### config.mk
export PLATFORM = sky130hd
export DESIGN_NAME = seq_barrel_shifter
export DESIGN_NICKNAME = d
export VERILOG_FILES = /design/src/rtl/seq_shifter_pkg.sv /design/src/rtl/shift_step_unit.sv /design/src/rtl/seq_barrel_shifter.sv
export SDC_FILE = /design/constraint.sdc
export NUM_CORES = 1
export LEC_CHECK = 0
export BUFFER_PORTS_ARGS = -buffer_cell sky130_fd_sc_hd__clkbuf_2
export CORE_UTILIZATION = 51
export CTS_CLUSTER_DIAMETER = 50
export DETAILED_ROUTE_END_ITERATION = 7
export PLACE_DENSITY = 0.86
export SYNTH_ARGS = -nofsm -noshare
export SYNTH_HDL_FRONTEND = slang
export SYNTH_SLANG_ARGS = --single-unit
### constraint.sdc
create_clock -name clk -period 2 [get_ports clk]
set_input_delay 0 -clock clk [delete_from_list [all_inputs] [get_ports clk]]
set_output_delay 0 -clock clk [all_outputs]
set_load 0.02 [all_outputs]
### src/rtl/seq_shifter_pkg.sv
// Shared mode and state definitions for the iterative multi-mode shifter.
package seq_shifter_pkg;

  localparam logic [2:0] MODE_LOAD = 3'b000;
  localparam logic [2:0] MODE_ASR  = 3'b001;
  localparam logic [2:0] MODE_LSR  = 3'b010;
  localparam logic [2:0] MODE_LSL  = 3'b011;
  localparam logic [2:0] MODE_ROR  = 3'b100;
  localparam logic [2:0] MODE_ROL  = 3'b101;

  typedef enum logic {
    ST_IDLE  = 1'b0,
    ST_SHIFT = 1'b1
  } state_t;

  // 110 and 111 fall into the LOAD class along with 000.
  function automatic logic is_shift_mode(input logic [2:0] m);
    return (m >= MODE_ASR) && (m <= MODE_ROL);
  endfunction

endpackage

### src/rtl/shift_step_unit.sv
// Combinational single-bit step: shifts or rotates the operand by one position.
module shift_step_unit
  import seq_shifter_pkg::*;
#(
  parameter int WIDTH = 16
) (
  input  logic [2:0]       mode,
  input  logic [WIDTH-1:0] operand,
  output logic [WIDTH-1:0] next_word,
  output logic             leaving_bit
);

  // NOTE: every output gets a default before the case so no path leaves it unassigned (no latch).
  always_comb begin
    next_word   = operand;
    leaving_bit = 1'b0;
    case (mode)
      MODE_ASR: begin
        next_word   = {operand[WIDTH-1], operand[WIDTH-1:1]};
        leaving_bit = operand[0];
      end
      MODE_LSR: begin
        next_word   = {1'b0, operand[WIDTH-1:1]};
        leaving_bit = operand[0];
      end
      MODE_LSL: begin
        next_word   = {operand[WIDTH-2:0], 1'b0};
        leaving_bit = operand[WIDTH-1];
      end
      MODE_ROR: begin
        next_word   = {operand[0], operand[WIDTH-1:1]};
        leaving_bit = operand[0];
      end
      MODE_ROL: begin
        next_word   = {operand[WIDTH-2:0], operand[WIDTH-1]};
        leaving_bit = operand[WIDTH-1];
      end
      default: begin
        next_word   = operand;
        leaving_bit = 1'b0;
      end
    endcase
  end

endmodule

### src/rtl/seq_barrel_shifter.sv
// Iterative shifter: one bit per clock under a start/busy/done handshake.
module seq_barrel_shifter
  import seq_shifter_pkg::*;
#(
  parameter int WIDTH = 16,
  parameter int AMT_W = 5
) (
  input  logic             clk,
  input  logic             rst,
  input  logic             start,
  input  logic [2:0]       mode,
  input  logic [AMT_W-1:0] amount,
  input  logic [WIDTH-1:0] din,
  output logic [WIDTH-1:0] dout,
  output logic             carry_out,
  output logic             busy,
  output logic             done
);

  state_t           state, state_d;
  logic [2:0]       mode_q, mode_d;
  logic [AMT_W-1:0] count, count_d;
  logic [WIDTH-1:0] dout_d;
  logic             carry_d;
  logic             done_d;

  logic [WIDTH-1:0] step_word;
  logic             step_bit;

  shift_step_unit #(.WIDTH(WIDTH)) u_step (
    .mode        (mode_q),
    .operand     (dout),
    .next_word   (step_word),
    .leaving_bit (step_bit)
  );

  always_comb begin
    state_d = state;
    mode_d  = mode_q;
    count_d = count;
    dout_d  = dout;
    carry_d = carry_out;
    done_d  = 1'b0;
    case (state)
      ST_IDLE: begin
        if (start) begin
          dout_d  = din;
          carry_d = 1'b0;
          if (!is_shift_mode(mode) || (amount == '0)) begin
            done_d = 1'b1;
          end else begin
            state_d = ST_SHIFT;
            mode_d  = mode;
            count_d = amount;
          end
        end
      end
      ST_SHIFT: begin
        dout_d  = step_word;
        carry_d = step_bit;
        count_d = count - AMT_W'(1);
        if (count == AMT_W'(1)) begin
          state_d = ST_IDLE;
          done_d  = 1'b1;
        end
      end
      default: state_d = ST_IDLE;
    endcase
  end

  // NOTE: sequential state uses non-blocking assignments so all registers update from pre-edge values.
  always_ff @(posedge clk or posedge rst) begin
    if (rst) begin
      state     <= ST_IDLE;
      mode_q    <= MODE_LOAD;
      count     <= '0;
      dout      <= '0;
      carry_out <= 1'b0;
      done      <= 1'b0;
    end else begin
      state     <= state_d;
      mode_q    <= mode_d;
      count     <= count_d;
      dout      <= dout_d;
      carry_out <= carry_d;
      done      <= done_d;
    end
  end

  assign busy = (state == ST_SHIFT);

endmodule

## Word level (Yosys, flattened, before mapping)

Index checks and enable logic that the tools add are counted.

| storage, ports and cells | value |
|---|---|
| bits in registers | 27 |
| input port bits | 27 |

| cells by class | value |
|---|---|
| reduce and logical (&&, ||, !) cells | 10 |
| add/sub/neg operators | 1 |
| equal/unequal tests | 11 |
| bitwise gates (word level) | 2 |
| $lt $le $gt $ge | 2 |
| mux-type cells | 17 |

Operator list:

| kind | number |
|---|---|
| one-hot mux 16 bit (5 select lines) | 1 |
| one-hot mux 16 bit (2 select lines) | 1 |
| two-way mux 16 bit | 1 |
| two-way mux 5 bit | 2 |
| one-hot mux 5 bit (2 select lines) | 1 |
| one-hot mux 1 bit (2 select lines) | 4 |
| two-way mux 1 bit | 7 |
| equality test 3 x 2 -> 1 bit (second input constant) | 2 |
| equality test 3 bit (second input constant) | 2 |
| != test 2 bit (second input constant) | 3 |
| != test 6 x 1 -> 1 bit (second input constant) | 1 |
| AND reduction 3 bit | 2 |
| equality test 5 x 1 -> 1 bit (second input constant) | 1 |
| logical NOT 5 bit | 1 |
| != test 5 x 1 -> 1 bit (second input constant) | 1 |
| subtractor 5 x 1 -> 5 bit (second input constant) | 1 |
| AND reduction 2 bit | 2 |
| equality test 3 x 1 -> 1 bit (second input constant) | 1 |
| >= comparator 3 x 1 -> 1 bit (second input constant) | 1 |
| less-or-equal comparator 3 bit (second input constant) | 1 |
| OR reduction 3 bit | 1 |
| NOT 1 bit | 2 |
| OR reduction 2 bit | 1 |
| logical AND 1 bit | 1 |
| 2 further kinds | 2 |

## Longest topological paths before layout

| depth | value |
|---|---|
| word-level depth | 7 |
| depth in mapped cells | 6 |
| gate-level depth less buffers | 6 |

## Hierarchy

Synthesis repeated with hierarchy kept, for this count alone.

| unflattened totals | value |
|---|---|
| cell total of the unflattened synthesis | 209 |
| area total of the unflattened synthesis | 2,008.2 µm² |

Modules (own cells, without submodules):

| module | area each (µm²) | cells each | times used |
|---|---|---|---|
| seq_barrel_shifter | 1,367.6 | 128 | 1 |
| shift_step_unit | 640.6 | 81 | 1 |

## Worst setup path after synthesis

Ideal clock, no wire load.

| path | value |
|---|---|
| kind | flip-flop to flip-flop |
| from | register state, in the netlist busy |
| to | register dout[14] |
| setup slack | 509 ps |
| library setup time | 95 ps |
| cell stages (with the launch flop) | 6 |
| arrival | 1,395 ps |
| path buffers | 2 |
| cell sequence | dfrtp_1 -> inv_1 -> clkbuf_1 -> clkbuf_1 -> a211oi_1 -> o31ai_1 |

| between the ends | value |
|---|---|
| cells in the longest elaborated chain, start to end | 3 |
| elaborated cells on any way between the ends | 5 |

Ends and longest elaborated chain:

| item | line | text |
|---|---|---|
| start: declaration | seq_barrel_shifter.sv:20 | `state_t state, state_d;` |
| start signal: assignment | seq_barrel_shifter.sv:81 | `state <= state_d;` |
| NOT 1 bit | - |  |
| != test 2 bit (no line) | - |  |
| AND reduction 2 bit (no line) | - |  |
| end signal: assignment | seq_barrel_shifter.sv:84 | `dout <= dout_d;` |
| end: declaration | seq_barrel_shifter.sv:14 | `output logic [WIDTH-1:0] dout,` |

Parallel ways exist; a longest one is shown, timed or not.
A chain may end at the register's enable or synchronous reset.

## Final worst setup path

| path | value |
|---|---|
| from | register mode_q[1] |
| to | register dout[10] |

| between the ends | value |
|---|---|
| cells in the longest elaborated chain, start to end | 3 |
| elaborated cells on any way between the ends | 9 |

Ends and longest elaborated chain:

| item | line | text |
|---|---|---|
| start: declaration | seq_barrel_shifter.sv:21 | `logic [2:0] mode_q, mode_d;` |
| start signal: assignment | seq_barrel_shifter.sv:82 | `mode_q <= mode_d;` |
| equality test 3 bit, or another cell as far along | shift_step_unit.sv:17 | `case (mode)` |
| one-hot mux 16 bit (5 select lines) / != test 6 x 1 -> 1 bit (equally long branches) | - |  |
| one-hot mux 16 bit (2 select lines) / AND reduction 2 bit (equally long branches) | - |  |

Parallel ways exist; a longest one is shown, timed or not.

==> run_results.csv <==
group,metric,value,unit
flow_run,drv_cap,0,
routing,route.detailed.wl_per_inst,13.5,um
synthesis,netlist_top_cells_count,"dfrtp_1 (27), nand2_1 (25), nor2_1 (21)",
sta,drv_slew,0,
cells_and_area,area_growth,32.6,%
global_route,grt_pass1_wl,6340,um
synthesis,synth_area_leaders,"dfrtp_1 (42%), a211oi_1 (7.5%), o31ai_1 (7.5%)",
power_and_ir_drop,ir_drop,0.000849,V
sta,relSlewSlack,0.703,
synthesis,synthFlopType,"dfrtp_1",
routing,drc_errors,0,
sta,whs,9.19,ps
placed_design,dp.cells,263,
sta,min_period,1770,ps
sta,fin_ws,228,ps
sta,finalCritPeriodShare,0.886,
placed_design,post-place-ws,255,ps
setup_path,startpoint,"mode_q[1]$_DFFE_PP0P_",
setup_path,r2r_end,"dout[10]$_DFFE_PP0P_",
synthesis,ys_ff_latch,27,
setup_path,path_class,"flip-flop to flip-flop",
routing,drt-initial-drc-count,60,
placed_design,dpl_cell_area,1900,sq um
sta,fmax,564,MHz
routing,vias_per_cell,5.40,
synthesis,syn_area,1610,sq um
setup_path,worst-path-max-fanout,14,
sta,rsz0062_at_grt,"no",
die,row_count,20,
placed_design,gp_congestion,0.773,
synthesis,synth_cell_types,33,
sta,skew,8.40,ps
setup_path,cpPeakStageDelay,490,ps
synthesis,async_flop_share,1.00,
global_route,use_met1,0.358,
placed_design,port_buffers,45,
synthesis,yosysWarnings,0,
routing,totalWireLength,3890,um
global_route,grt_util_met3,0.0268,
setup_path,endpoint,"dout[10]$_DFFE_PP0P_",
synthesis,syn_nets,208,
setup_path,rrSetupSlack,230,ps
setup_path,path_cells,"xor2_2, nand2_1, a211oi_1, o31ai_1",
clocking,cts_buffer_depth,2,
clocking,ctsResizeCount,0,
clocking,insertion_delay,350,ps
die,fp.dieW,58.2,um
synthesis,synth_edf_count,0,
clocking,cts.reportedPaths.clkPinSlew,150,ps
synthesis,yosys.area.top_type,"dfrtp_1",
clocking,cts_root_buf,"clkbuf_4",
setup_path,critPathLaunchType,"flip-flop",
global_route,antenna_found_initial,0,
routing,num_vias,1555,
clocking,cts_tree,"built",
routing,ant_nets,0,
setup_path,crit_slowest_cell,"dfrtp_1",
die,initial_core_util,0.532,
min_path,min_path_type,"input port to flip-flop",
die,floorplan.die_area,3390,sq um
global_route,grt_max_degree,28,
cells_and_area,final_cells,288,
global_route,grt_pass1_vias,1340,
sta,setup_violations,0,
cells_and_area,post-route-util,0.705,
synthesis,yosys.cell_count.top_type,"dfrtp_1",
synthesis,yosysTopAreaCellShare,0.420,
sta,tns,0,ps
synthesis,ys_seq_area_frac,0.420,
clocking,cts_max_level,1,
global_route,grt_overflow,0,
power_and_ir_drop,power_per_cell_area,1610,nW/um^2
die,core,3030,sq um
cells_and_area,n_antenna_cell,0,
power_and_ir_drop,cellLeakagePower,1.01,nW
synthesis,postSynthAreaPerCell,9.00,sq um
cells_and_area,final_area,2140,sq um
routing,drtPass1Iterations,4,
global_route,use_met2,0.376,
sta,finalHoldViolCount,0,
setup_path,r2r_cells,4,
cells_and_area,final_layout_size_suffix_gt1_frac,0.275,
cells_and_area,final_net_count,274,
synthesis,synthCells,179,
placed_design,hpwl,2650,um
setup_path,cp.required,2250,ps
setup_path,arrival,2020,ps
outcome,status,"completed",
setup_path,end_kind,"flip-flop",
power_and_ir_drop,total_power,3.43,mW
clocking,clock_sinks,27,
global_route,busiest_layer,"met2",
sta,worst_slew_pin_slew,445,ps
die,ios,46,
clocking,numCtsBuffers,3,
global_route,grt_util_all_layers,0.245,
setup_path,r2r_start,"mode_q[1]$_DFFE_PP0P_",
die,die_y,58.2,um
==> timing repair <==
action	CTS	global route
hold endpoints to repair	47	0
hold buffers	21	0
setup buffers	0	0
==> worst min path at each step <==
| stage | start | to | cells past startpoint |
|---|---|---|---|
| after floorplan | rst | busy$_DFF_PP0_ | 1 |
| after global placement | rst | carry_out$_DFFE_PP0P_ | 3 |
| after detailed placement | rst | done$_DFF_PP0_ | 3 |
| after CTS | amount[0] | count[0]$_DFFE_PP0P_ | 3 |
| after global routing | amount[0] | count[0]$_DFFE_PP0P_ | 3 |
| final | amount[0] | count[0]$_DFFE_PP0P_ | 3 |
==> metal layers <==
layer	share of wire	vias to the layer above
li1	-	780
met1	0.46	721
met2	0.48	51
met3	0.048	3
met4	0.011	0
met5	0	-
==> area by class of cell <==
cell class | count | area (sq um)
fillers | 221 | 892
multi-input cells | 134 | 865
flip-flops and latches | 27 | 676
repair buffers | 74 | 495
well taps | 44 | 55.1
clock buffers | 4 | 26.3
inverters | 5 | 18.8
==> cells by family after synthesis <==
group / count (synthesis) / synth area share
multiplexers: 7 / 0.0552
XOR/XNOR: 4 / 0.0264
adder cells (fa/ha/maj): 2 / 0.0155
AND/OR/NAND/NOR: 72 / 0.211
AO/OA/AOI/OAI: 49 / 0.225
flip-flops: 27 / 0.420
buffers and inverters: 18 / 0.0474
==> cell usage in the layout (no fill, tap or decap) <==
cell and count:
a21oi_4 1, o21ai_0 3, a311oi_1 1, nor3_1 1, buf_4 8, a32oi_1 1
dlygate4sd3_1 21, o31ai_1 16, a211oi_1 16, a21oi_1 6, inv_1 5, clkbuf_1 1
nor4b_1 1, nand2b_1 2, o22ai_1 2, mux2i_1 1, or3_1 2, o211a_4 1
xnor2_1 3, or4_4 1, o211ai_1 1, xor2_2 1, clkbuf_2 45, nor3b_1 1
nor2_1 21, nand2_1 25, and3_1 14, mux2_4 3, nand3_1 3, nor2b_1 1
dfrtp_1 27, mux2_2 3, a31oi_2 1, ha_1 2, clkbuf_4 3
==> state kept, by name, summed over array words and instances (netlist names) <==
register   flops
busy           1
carry_out      1
count          5
done           1
dout          16
mode_q         3
==> worst max-delay path, delay by kind of cell (launching register included) <==
family / cells / cell delay (ps)
simple gates: 1 / 360
compound gates: 2 / 490
xor+xnor: 1 / 350
flops: 1 / 490
==> where the power goes <==
part	internal (mW)	switching, mW	total [mW]
logic	0.895	1.15	2.04
clock network	0.0787	0.172	0.251
registers	0.823	0.314	1.14
Note: power is estimated with default switching activity, not from simulation.
